[config.mk]
export PLATFORM = sky130hd
export DESIGN_NAME = memory_arbiter
export DESIGN_NICKNAME = d
export VERILOG_FILES = /design/src/rtl/cpu_types_pkg.sv /design/src/rtl/memory_arbiter.sv
export SDC_FILE = /design/constraint.sdc
export NUM_CORES = 1
export LEC_CHECK = 0
export ABC_AREA = 1
export CAP_MARGIN = 15
export CORE_AREA = 2 2 149 93
export CTS_CLUSTER_SIZE = 20
export DETAILED_ROUTE_END_ITERATION = 8
export DIE_AREA = 0 0 151 95
export PLACE_DENSITY = 0.85
export SLEW_MARGIN = 20
export SYNTH_ARGS = -nofsm -noshare
export SYNTH_HDL_FRONTEND = slang
export SYNTH_SLANG_ARGS = --single-unit
[constraint.sdc]
create_clock -name CLK -period 4.7 [get_ports CLK]
set_input_delay 0.94 -clock CLK [delete_from_list [all_inputs] [get_ports CLK]]
set_output_delay 0.94 -clock CLK [all_outputs]
set_load 0.02 [all_outputs]
[src/rtl/cpu_types_pkg.sv]
// ----------------------------------------------------------------------------
// cpu_types_pkg
// Types shared between the CPU-side memory blocks.
//   word_t          : 32-bit machine word (addresses and data)
//   ramstate_t      : status reported by the RAM each cycle
//                     FREE   - idle, no access in progress
//                     BUSY   - access accepted, data not ready yet
//                     ACCESS - access completes this cycle
//                     ERROR  - access terminated with a fault
//   RAM_ERROR_WORD  : response data returned to the requester on ERROR
// ----------------------------------------------------------------------------
package cpu_types_pkg;

    typedef logic [31:0] word_t;

    typedef enum logic [1:0] {
        FREE   = 2'd0,
        BUSY   = 2'd1,
        ACCESS = 2'd2,
        ERROR  = 2'd3
    } ramstate_t;

    localparam word_t RAM_ERROR_WORD = 32'hBAD1_BAD1;

endpackage

[src/rtl/memory_arbiter.sv]
// ----------------------------------------------------------------------------
// memory_arbiter
// Shares one single-ported RAM between the instruction cache and the data
// cache. Data requests win, except that an instruction request which has
// watched STARVE_MAX consecutive data grants is served next. Each access is
// IDLE (grant) -> IACC/DACC (strobe until RAM done) -> RESP (wait low for the
// owner for one cycle) -> IDLE.
//
// Ports
//   CLK, RST          : clock, synchronous active-high reset
//   iREN, iaddr       : instruction read request and word address
//   iwait, iload      : instruction wait (low = response cycle) and read data
//   dREN, dWEN        : data read / write request (both high = write)
//   daddr, dstore     : data word address and write data
//   dwait, dload      : data wait (low = response cycle) and read data
//   ramREN, ramWEN    : RAM read / write strobes (never both high)
//   ramaddr, ramstore : RAM address and write data
//   ramload, ramstate : RAM read data and status
// ----------------------------------------------------------------------------
module memory_arbiter
    import cpu_types_pkg::*;
#(
    parameter int STARVE_MAX = 4
) (
    input  logic      CLK,
    input  logic      RST,
    input  logic      iREN,
    input  word_t     iaddr,
    input  logic      dREN,
    input  logic      dWEN,
    input  word_t     daddr,
    input  word_t     dstore,
    output logic      iwait,
    output word_t     iload,
    output logic      dwait,
    output word_t     dload,
    output logic      ramREN,
    output logic      ramWEN,
    output word_t     ramaddr,
    output word_t     ramstore,
    input  word_t     ramload,
    input  ramstate_t ramstate
);

    typedef enum logic [1:0] {
        IDLE = 2'd0,
        IACC = 2'd1,
        DACC = 2'd2,
        RESP = 2'd3
    } state_t;

    localparam logic [2:0] STARVE_LIM = 3'(STARVE_MAX);

    state_t     state_q;
    logic [2:0] starve_cnt_q;
    logic [2:0] starve_cnt_d;
    word_t      addr_q;
    word_t      store_q;
    logic       write_q;
    logic       iwait_q;
    logic       dwait_q;
    word_t      iload_q;
    word_t      dload_q;
    logic       ramren_q;
    logic       ramwen_q;

    logic       data_req;
    logic       grant_instr;
    logic       grant_data;
    logic       ram_done;
    word_t      resp_data;

    // Grant decision and starvation bookkeeping, only consumed in IDLE.
    always_comb begin
        // NOTE: every signal gets a value on every path here, so no latch is inferred.
        data_req     = dREN | dWEN;
        grant_instr  = iREN && (!data_req || (starve_cnt_q == STARVE_LIM));
        grant_data   = data_req && !grant_instr;

        starve_cnt_d = starve_cnt_q;
        if (!iREN || grant_instr) begin
            starve_cnt_d = '0;
        end else if (grant_data && (starve_cnt_q != STARVE_LIM)) begin
            starve_cnt_d = starve_cnt_q + 3'd1;
        end

        // A RAM fault still ends the access; the requester sees a marker word.
        ram_done  = (ramstate == ACCESS) || (ramstate == ERROR);
        resp_data = (ramstate == ERROR) ? RAM_ERROR_WORD : ramload;
    end

    // NOTE: all state below is updated with non-blocking assignments so every
    // register samples pre-edge values regardless of statement order.
    always_ff @(posedge CLK) begin
        if (RST) begin
            state_q      <= IDLE;
            starve_cnt_q <= '0;
            addr_q       <= '0;
            store_q      <= '0;
            write_q      <= 1'b0;
            iwait_q      <= 1'b1;
            dwait_q      <= 1'b1;
            iload_q      <= '0;
            dload_q      <= '0;
            ramren_q     <= 1'b0;
            ramwen_q     <= 1'b0;
        end else begin
            // Waits are low for a single cycle only; default them high.
            iwait_q <= 1'b1;
            dwait_q <= 1'b1;

            case (state_q)
                IDLE: begin
                    starve_cnt_q <= starve_cnt_d;
                    if (grant_instr) begin
                        addr_q   <= iaddr;
                        write_q  <= 1'b0;
                        ramren_q <= 1'b1;
                        state_q  <= IACC;
                    end else if (grant_data) begin
                        addr_q   <= daddr;
                        store_q  <= dstore;
                        write_q  <= dWEN;
                        ramren_q <= ~dWEN;
                        ramwen_q <= dWEN;
                        state_q  <= DACC;
                    end
                end

                // The owner is encoded by the state itself (IACC vs DACC).
                IACC, DACC: begin
                    if (ram_done) begin
                        ramren_q <= 1'b0;
                        ramwen_q <= 1'b0;
                        state_q  <= RESP;
                        if (state_q == IACC) begin
                            iload_q <= resp_data;
                            iwait_q <= 1'b0;
                        end else begin
                            if (!write_q) begin
                                dload_q <= resp_data;
                            end
                            dwait_q <= 1'b0;
                        end
                    end
                end

                RESP: begin
                    state_q <= IDLE;
                end

                default: begin
                    state_q <= IDLE;
                end
            endcase
        end
    end

    assign iwait    = iwait_q;
    assign dwait    = dwait_q;
    assign iload    = iload_q;
    assign dload    = dload_q;
    assign ramREN   = ramren_q;
    assign ramWEN   = ramwen_q;
    assign ramaddr  = addr_q;
    assign ramstore = store_q;

endmodule

==> metrics <==
Post-Route WL 17.1 mm; CP delay by family, top simple AND/OR/NAND/NOR gates; most common cell after layout, fill and taps aside clkdlybuf4s50_1; Post-CTS Hold Fix Bufs 0; Comb pwr share 0.420; via count 5878; final setup fails 0; share of cells above drive strength 1 0.0624; Setup crit start kind input port; H-tree lvl count 4; post-synthesis sequential area ratio 0.482; CTS-repair resized insts 0; syn nets 945; Synth Area per Inst 7.13 µm²; Tightest Pin Transition 834 ps; largest net degree at the start of global routing 67; WL/cell 13.9 µm; switching pwr 1.94 mW; Slowest cell on crit path nand2_2; met2 Use GR 0.388; Antenna Cells 0; CTS buffer count 17; Flop pwr share 0.324; Root Driver clkbuf_16; crit path buf inv count 2; clk buf depth 2; met3 GRT Util 0.0928; Cell Int Power 3.25 mW; Fillers 1090; Max Clk Rate 0.349 GHz; Hold Path Cell Cnt 2; Netlist cell types 25; Worst Setup End Kind flop; cell count along the critical path 8; number of global-route vias before repair 5452; critical path data required time 4990 ps; GRT Max-Usage Layer met2; Worst-Skew Late Latency 400 ps; Final GP Congestion 0.841; final hold vios 0; 1st-iter DRT viols 240; Final period util 0.609; CORE AREA 0.0131 mm²; met1 track demand over resource 0.287; Worst slew margin 0.444; cell area after synthesis 0.00573 mm²; Min Hold Slack 474 ps; die width 151 µm; Data arrival, critical path 3150 ps; HPWL Detailed 11.9 mm; Die Area 0.0143 mm²; Final min period 2860 ps; Total Routing Usage GR 0.234; Worst Setup Path Type input port to flop; static leakage 3.95 nW; die height 95 µm; grt total ovfl 0; Syn-to-layout area delta 57.0%; Reg clk slew, reported paths 60 ps; status finished, final reports clean; Gate Count Post-Synth 804; post-route ant nets 0; Worst Clk Skew 11.1 ps; max cap viols 0; P per Cell Area 577 mW/mm²; site row count 33; CP Cell Sequence clkdlybuf4s50_1 -> inv_1 -> nand2_1 -> nand2_2 -> nand2_2 -> nand2_1 -> a21oi_1 -> nor2_1; router iterations before antenna repair 5; Slew Limit Fails 0; CTS Sinks 138; CP max stage delay 700 ps; worst-path maximum fanout 35; commonest non-fill, non-tap cells in the layout clkdlybuf4s50_1, nor2_1, dfxtp_1, o21ai_0, nand2_1; first-pass GRT wire length 26.6 mm; Top Ports 267; switch share 0.374; final total negative setup slack 0 ps; post-CTS setup buffer count 0; Syn. warnings 0; Post-layout nets 1185; Hold Path Class flop to flop; IO buf count 266; Clock Power Share 0.256; Initial Util 0.436; Post-route DRC 0; initial antenna violation count 0; CTS tree done; cells on worst reg2reg path 8; Max IR drop VDD 0.294 mV; detailed-route vias per instance 4.77; RSZ-0062 raised after global routing false; #FFs+latches synth 138
-- area by class of cell --
type,count,area [µm²],area share
clock buffers,20,457,0.0508
inverters,57,214,0.0238
well taps,175,219,0.0243
flip-flops and latches,138,2760,0.307
multi-input cells,557,2490,0.277
repair buffers,273,2720,0.302
clock inverters,12,139,0.0154
-- power groups by stage --
stage	clock (mW)	combinational (mW)	sequential, mW
floorplan	0	0.897	2.08
global placement	0	2.14	1.69
detailed placement	0	2.18	1.70
CTS	1.35	2.19	1.68
global route	1.41	2.40	1.72
finish	1.33	2.18	1.68
-- logic make-up after synthesis --
family,Yosys count,share of synthesized area
AOI/OAI and AO/OA,124,0.110
xor gates and xnor gates,1,0.00153
adders and majority gates,6,0.0131
buffers and inverters,109,0.0849
DFF,138,0.482
and+or+nand+nor,426,0.309
-- worst paths after layout --
check                     startpoint                endpoint  slack, ps
max                             dWEN     ramREN$_SDFFE_PP0P_       1840
min           iload[17]$_SDFFE_PP0P_  iload[17]$_SDFFE_PP0P_        470
max reg2reg  state_q[0]$_SDFFE_PP0P_  dload[14]$_SDFFE_PP0P_       2240
min reg2reg   iload[17]$_SDFFE_PP0P_  iload[17]$_SDFFE_PP0P_        470
-- synth_stat cells --
cell type	instances	area [µm²]
nor2_1	238	893
dfxtp_1	138	2760
o21ai_0	98	490
nand2_1	94	353
nand3_1	68	340
inv_1	54	203
a21oi_1	23	115
buf_2	19	95.1
clkbuf_1	18	67.6
or2_2	15	93.8
buf_4	12	90.1
ha_1	6	75.1
nand2_2	4	25.0
inv_2	3	11.3
or2_1	3	18.8
nor2_4	2	22.5
a21oi_2	1	8.76
buf_1	1	3.75
buf_6	1	11.3
clkbuf_2	1	5.00
nand4_1	1	6.26
nor3_4	1	16.3
o21ai_1	1	5.00
o21ai_2	1	8.76
xor2_1	1	8.76
-- routing by layer --
| layer | wire [µm] | vias up |
|---|---|---|
| met2 | 7880 | 205 |
| met4 | 178 | 0 |
| met5 | 0 | - |
| met3 | 1590 | 14 |
| li1 | - | 3014 |
| met1 | 7450 | 2645 |
-- worst register-to-register path: cells and delay by family, from the launching register on --
family	cells	cell delay, ps
buffers and inverters	3	910
flip-flops	1	380
adder cells (fa/ha/maj)	1	400
AND/OR/NAND/NOR	4	640
-- through the flow --
step                setup WS (ps)  utilization  instances  cell area (µm²)  power, mW
finish                       1840        0.685       1232             8990       5.19
global route                 1620        0.685       1232             8990       5.53
CTS                          1870        0.685       1232             8990       5.23
detailed placement           1470        0.640       1200             8400       3.88
global placement             1480        0.640       1200             8400       3.84
floorplan                    2850            -        804             5730       2.97
-- flip-flops by register name, summed over array words and instances, names as in the netlist --
| register | cells |
|---|---|
| iwait | 1 |
| ramWEN | 1 |
| dwait | 1 |
| dload | 32 |
| state_q | 2 |
| ramstore | 32 |
| iload | 32 |
| ramaddr | 32 |
| starve_cnt_q | 3 |
| ramREN | 1 |
| write_q | 1 |
No activity file was read; power rests on OpenSTA's default activity.
